===== config.mk =====
export PLATFORM = sky130hd
export DESIGN_NAME = tournament_predictor_param
export DESIGN_NICKNAME = d
export VERILOG_FILES = /design/src/rtl/tournament_predictor_param.sv
export SDC_FILE = /design/constraint.sdc
export NUM_CORES = 1
export LEC_CHECK = 0
export ABC_AREA = 1
export CELL_PAD_IN_SITES_DETAIL_PLACEMENT = 0
export CELL_PAD_IN_SITES_GLOBAL_PLACEMENT = 1
export CORE_UTILIZATION = 45
export DETAILED_ROUTE_END_ITERATION = 16
export PLACE_DENSITY_LB_ADDON = 0.3
export SLEW_MARGIN = 40
export SYNTH_ARGS = -nofsm -noshare
export SYNTH_HDL_FRONTEND = slang
export SYNTH_SLANG_ARGS = --single-unit

===== constraint.sdc =====
create_clock -name clk -period 21.4 [get_ports clk]
set_input_delay 6.42 -clock clk [delete_from_list [all_inputs] [get_ports clk]]
set_output_delay 6.42 -clock clk [all_outputs]
set_load 0.1 [all_outputs]

===== src/rtl/tournament_predictor_param.sv =====
// Tournament branch predictor: local, global (gshare or pure history) and chooser
// counter tables, initialised by a post-reset sweep and trained on branch resolution.
module tournament_predictor_param #(
  parameter int LHT_BITS = 4,
  parameter int GHR_BITS = 8,
  parameter int CTR_BITS = 2,
  parameter int GSHARE   = 1
) (
  input  logic        clk,
  input  logic        reset,
  input  logic        branch_decode_sig,
  input  logic [31:0] pc_branch_addr,
  input  logic [31:0] offset,
  input  logic        update_valid,
  input  logic        actual_branch_decision,
  output logic        prediction,
  output logic [31:0] out_branch_addr,
  output logic        mispredict,
  output logic        ready
);

  localparam int IDX_BITS = (LHT_BITS > GHR_BITS) ? LHT_BITS : GHR_BITS;
  localparam logic [IDX_BITS-1:0] IDX_LAST = {IDX_BITS{1'b1}};
  localparam logic [IDX_BITS-1:0] IDX_ONE  = {{(IDX_BITS-1){1'b0}}, 1'b1};
  localparam logic [CTR_BITS-1:0] CTR_MAX  = {CTR_BITS{1'b1}};
  localparam logic [CTR_BITS-1:0] CTR_ZERO = {CTR_BITS{1'b0}};
  localparam logic [CTR_BITS-1:0] CTR_ONE  = {{(CTR_BITS-1){1'b0}}, 1'b1};
  localparam logic [CTR_BITS-1:0] CTR_WT   = {1'b1, {(CTR_BITS-1){1'b0}}};
  localparam logic [CTR_BITS-1:0] CTR_WL   = {1'b0, {(CTR_BITS-1){1'b1}}};

  typedef enum logic {S_INIT = 1'b0, S_RUN = 1'b1} state_e;

  function automatic logic [CTR_BITS-1:0] ctr_step(input logic [CTR_BITS-1:0] c, input logic up);
    if (up) return (c == CTR_MAX) ? c : c + CTR_ONE;
    else    return (c == CTR_ZERO) ? c : c - CTR_ONE;
  endfunction

  state_e                state_q;
  logic [IDX_BITS-1:0]   init_idx_q;
  logic [GHR_BITS-1:0]   ghr_q, ghr_d;
  logic                  pending_q, pending_d;
  logic [LHT_BITS-1:0]   rec_li_q;
  logic [GHR_BITS-1:0]   rec_gi_q;
  logic                  rec_lp_q, rec_gp_q, rec_pred_q;

  logic [CTR_BITS-1:0]   lht_q [0:(1<<LHT_BITS)-1];
  logic [CTR_BITS-1:0]   pht_q [0:(1<<GHR_BITS)-1];
  logic [CTR_BITS-1:0]   cht_q [0:(1<<LHT_BITS)-1];

  logic                  run_s, capture_s, update_s;
  logic [LHT_BITS-1:0]   li_s;
  logic [GHR_BITS-1:0]   gi_s;
  logic                  local_p_s, global_p_s, sel_s, pred_s;

  assign run_s      = (state_q == S_RUN);
  assign li_s       = pc_branch_addr[LHT_BITS+1:2];
  assign gi_s       = (GSHARE != 0) ? (ghr_q ^ pc_branch_addr[GHR_BITS+1:2]) : ghr_q;
  assign local_p_s  = lht_q[li_s][CTR_BITS-1];
  assign global_p_s = pht_q[gi_s][CTR_BITS-1];
  assign sel_s      = cht_q[li_s][CTR_BITS-1];
  assign pred_s     = run_s & branch_decode_sig & (sel_s ? global_p_s : local_p_s);
  assign capture_s  = run_s & branch_decode_sig;
  assign update_s   = run_s & update_valid & pending_q;

  assign prediction      = pred_s;
  assign ready           = run_s;
  assign mispredict      = update_valid & pending_q & run_s & (rec_pred_q != actual_branch_decision);
  assign out_branch_addr = pc_branch_addr + offset;

  // History is non-speculative; a same-edge capture keeps the record pending.
  always_comb begin
    ghr_d     = ghr_q;
    pending_d = pending_q;
    if (update_s) begin
      ghr_d     = {ghr_q[GHR_BITS-2:0], actual_branch_decision};
      pending_d = 1'b0;
    end else begin
      ghr_d     = ghr_q;
    end
    if (capture_s) begin
      pending_d = 1'b1;
    end else begin
      pending_d = pending_d;
    end
  end

  // Control FSM: init sweep, history and in-flight record.
  always_ff @(posedge clk or posedge reset) begin
    if (reset) begin
      state_q    <= S_INIT;
      init_idx_q <= {IDX_BITS{1'b0}};
      ghr_q      <= {GHR_BITS{1'b0}};
      pending_q  <= 1'b0;
      rec_li_q   <= {LHT_BITS{1'b0}};
      rec_gi_q   <= {GHR_BITS{1'b0}};
      rec_lp_q   <= 1'b0;
      rec_gp_q   <= 1'b0;
      rec_pred_q <= 1'b0;
    end else begin
      case (state_q)
        S_INIT: begin
          init_idx_q <= init_idx_q + IDX_ONE;
          if (init_idx_q == IDX_LAST) state_q <= S_RUN;
        end
        S_RUN: begin
          ghr_q     <= ghr_d;
          pending_q <= pending_d;
          if (capture_s) begin
            rec_li_q   <= li_s;
            rec_gi_q   <= gi_s;
            rec_lp_q   <= local_p_s;
            rec_gp_q   <= global_p_s;
            rec_pred_q <= pred_s;
          end
        end
        default: state_q <= S_INIT;
      endcase
    end
  end

  // Table storage has no reset; the INIT sweep writes every entry instead.
  always_ff @(posedge clk) begin
    if (state_q == S_INIT) begin
      lht_q[init_idx_q[LHT_BITS-1:0]] <= CTR_WT;
      pht_q[init_idx_q[GHR_BITS-1:0]] <= CTR_WT;
      cht_q[init_idx_q[LHT_BITS-1:0]] <= CTR_WL;
    end else if (update_s) begin
      lht_q[rec_li_q] <= ctr_step(lht_q[rec_li_q], actual_branch_decision);
      pht_q[rec_gi_q] <= ctr_step(pht_q[rec_gi_q], actual_branch_decision);
      if (rec_lp_q != rec_gp_q)
        cht_q[rec_li_q] <= ctr_step(cht_q[rec_li_q], rec_gp_q == actual_branch_decision);
    end
  end

endmodule


==> summary.txt <==
worst flop-to-flop path startpoint - rec_gi_q[0]
crit start category - primary input
Reg clk slew, reported paths - 0.06 ns
multi-input logic area - 11100 sq um
worst min-delay path category - reg2reg
Net count, final - 3413
first-pass GRT wire length - 147 mm
worst endpoint data arrival time - 11.06 ns
port bufs - 103
initial antenna violation count - 0
final instance area - 34400 sq um
Via density - 5.94
first-pass detailed-route iteration total - 6
Clock Latency Late Sink - 0.63 ns
Leak - 12.2 nW
Area Growth Syn to Fin - 12.6%
cell area after placement - 32100 sq um
Post-Syn Instances - 3302
post-CTS resize count - 0
Slew headroom - 43.0%
area of the core - 67200 sq um
Max VDD drop - 0.0684 mV
Setup crit end - prediction
Net Count, Synth - 3404
hold_buf cts - 0
Clock Tree Root - clkbuf_16
Die H - 262 microns
register area - 18100 sq um
CTS sink cnt - 609
Required @ worst endpoint - 14.98 ns
CP endpoint kind - output port
flop and latch count out of synthesis - 609
status - finished clean
Simple-Gate Fraction of Synth Area - 28.1%
Overflow after GRT - 0
layout cells sized above 1 - 6.69%
Compound-Gate Fraction of Synth Area - 4.87%
Setup Fix Bufs, Post-CTS - 0
Synth Area in XOR/XNOR - 1.53%
Worst R2R Path Depth - 17
Longest Clk Path Bufs - 3
largest net degree at the start of global routing - 173
most common library cells after synthesis - 890 x nand2_1, 730 x nand3_1, 576 x edfxtp_1, 357 x nor2_1, 133 x o21ai_0
unique cell type count in the Yosys netlist - 44
number of DRC markers in iteration 0 - 3265
Post-synth EDFFs - 576
RSZ-0062 raised after global routing - no
clk_skew - 0.0338 ns
Synth top area share - 56.7%
Top Ports - 104
CTS H-Tree Depth - 3
achievable clock frequency - 0.0572 GHz
R2R Path End - pht_q[254][1]
Worst path depth - 18
cell area after synthesis - 30500 sq um
Rows - 95
largest family of logic cells by synthesized area - simple AND/OR/NAND/NOR gates
Synth Warn # - 0
Crit Path Max Fanout - 69
Worst Max-Slew Pin Slew - 0.855 ns
Final period util - 81.7%
n_diodes - 0
number of max-cap violations - 0
RePlAce Congestion - 0.857
pwr dens - 78.5 nW/um^2
post-route minimum period - 17.48 ns
via count - 25100
most frequent cell after synthesis - nand2_1
WL/cell - 22.9 microns
CP startpoint - pc_branch_addr[2]
CTS Buf Count - 68
final setup vio count - 0
CTS tree - yes
GR Util All Layers - 27.9%
Slowest cell on crit path - buf_4
die area - 68800 sq um
Layout fillers - 6130
count of buffer and inverter cells on the critical path - 5
Seq/Total Area, Yosys - 59.4%
CP delay by family, top - simple AND/OR/NAND/NOR gates
Synth Area in Adders - 1.38%
Die Wd - 262 microns
internal reg-to-reg setup slack - 14.85 ns
post-route DRC violation count - 0
final hold vios - 0
setup tns final - 0 ns
Synth area leader - edfxtp_1
Starting Density - 45.4%
Most common cell on crit path - nand3_1
cells along the critical path - clkdlybuf4s50_1, buf_4, nand2_1, nand2_4, buf_4, nand2_1, nand3_1, nand3_1, nand3_1, nand3_1, nand3_1, nand3_1, nand3_1, nand2_1, nand2_1, nand2_1, inv_1, buf_2
Final Max Slew Viols - 0
post-synthesis mux area share - 0.234%
Synth area leaders - edfxtp_1 57%, nand3_1 12%, nand2_1 11%
WS Path Type - in2out
Mapped Avg Cell Area - 9.24 sq um
vias in the first global route - 24600
Routed Wire Length - 96.9 mm
Async SR Flop Fraction - 5.42%
Post-DRT Antenna Nets - 0
CP peak stage delay - 0.80 ns
Top FF cell, synth - edfxtp_1
DP Wirelength - 56.3 mm
## placed cells by master (no fill, tap or decap), drive strengths merged, types with 2 or more instances in the layout
cell type      netlist  final
o32ai                2      2
ha                  32     32
clkinvlp             0      4
a31oi                3      3
nor3                27     27
xnor2               21     21
nand3              731    731
o21bai               2      2
o21ai              139    139
clkinv               2     28
bufinv               0      8
dfrtp               33     33
o221ai              14     14
nand2              891    891
o211ai               5      5
o22ai               15     15
mux2i                6      6
nand4               10     10
clkbuf             107     80
buf                107     85
nor2               358    358
a21o                 4      4
xor2                27     27
clkdlybuf4s50        0     67
edfxtp             576    576
a21oi               82     82
inv                 98    102
nor4                 3      3
## worst register-to-register path, cell delays in order (launching register included)
cell	delay (ns)
dfrtp_4	0.71
inv_6	0.69
buf_6	0.63
buf_6	0.66
o21ai_0	0.26
o22ai_1	0.18
nand2_1	0.08
nand3_1	0.12
nand3_1	0.19
nand2_1	0.13
nand2_1	0.06
nand3_1	0.08
nand3_1	0.15
nand2_1	0.15
o21ai_0	0.21
nand2_8	0.44
clkbuf_8	0.74
buf_4	0.75
## metrics by stage
step	total power, mW	hold WS [ns]	worst slack, ns	util, %	instances
2_1_floorplan	1.48	0.465	5.66	-	3302
3_3_place_gp	1.55	0.486	3.39	47.8	4107
3_5_place_dp	1.54	0.491	4.03	47.7	4112
4_1_cts	2.71	0.502	4.02	51.1	4233
5_1_grt	2.76	0.525	3.67	51.1	4235
6_report	2.70	0.499	3.92	51.1	4235
## registers in the layout, summed over array words and instances, names as in the netlist
| name | count |
|---|---|
| pht_q | 512 |
| rec_gi_q | 8 |
| rec_gp_q | 1 |
| lht_q | 32 |
| init_idx_q | 8 |
| pending_q | 1 |
| rec_lp_q | 1 |
| ghr_q | 8 |
| cht_q | 32 |
| rec_li_q | 4 |
| rec_pred_q | 1 |
| ready | 1 |
## final cells by class
type,instances,area share (%)
multi-input combinational,2379,32.4
clock buffer,79,5.23
inverter,100,1.11
clock inverter,42,1.28
sequential,609,52.8
timing repair buffer,153,3.98
tap,873,3.18
## power breakdown
group,internal (mW),switching (mW),total [mW],leakage (nW)
sequential,1.28,0,1.28,5.33
clock,0.700,0.483,1.18,1.09
combinational,0.0521,0.180,0.232,5.73
total,2.04,0.662,2.70,12.2
## routing by layer
metal,vias to the layer above,wire length (microns),track usage [%]
met5,-,0,0
met4,0,3600,10.6
met3,238,9290,4.84
met2,1278,44900,45.1
met1,12200,39100,37.8
li1,11500,-,-
## how the worst min path moves through the flow
stage / endpoint / cells after the start / start / slack [ns]
2_1_floorplan: init_idx_q[0] / 1 / init_idx_q[0] / 0.46
6_report: init_idx_q[0] / 1 / init_idx_q[0] / 0.50
3_5_place_dp: rec_pred_q / 2 / rec_pred_q / 0.49
5_1_grt: rec_pred_q / 2 / rec_pred_q / 0.52
4_1_cts: init_idx_q[0] / 1 / init_idx_q[0] / 0.50
3_3_place_gp: rec_lp_q / 2 / rec_lp_q / 0.49
## kinds of logic (layout without fill, tap and decap cells)
logic type,after synthesis,after routing
AOI/OAI and AO/OA,270,270
muxes,7,7
xor gates and xnor gates,48,48
buffers and inverters,314,374
and+or+nand+nor,2021,2021
DFF,609,609
adders and majority gates,33,33
No activity file was read; power rests on OpenSTA's default activity.
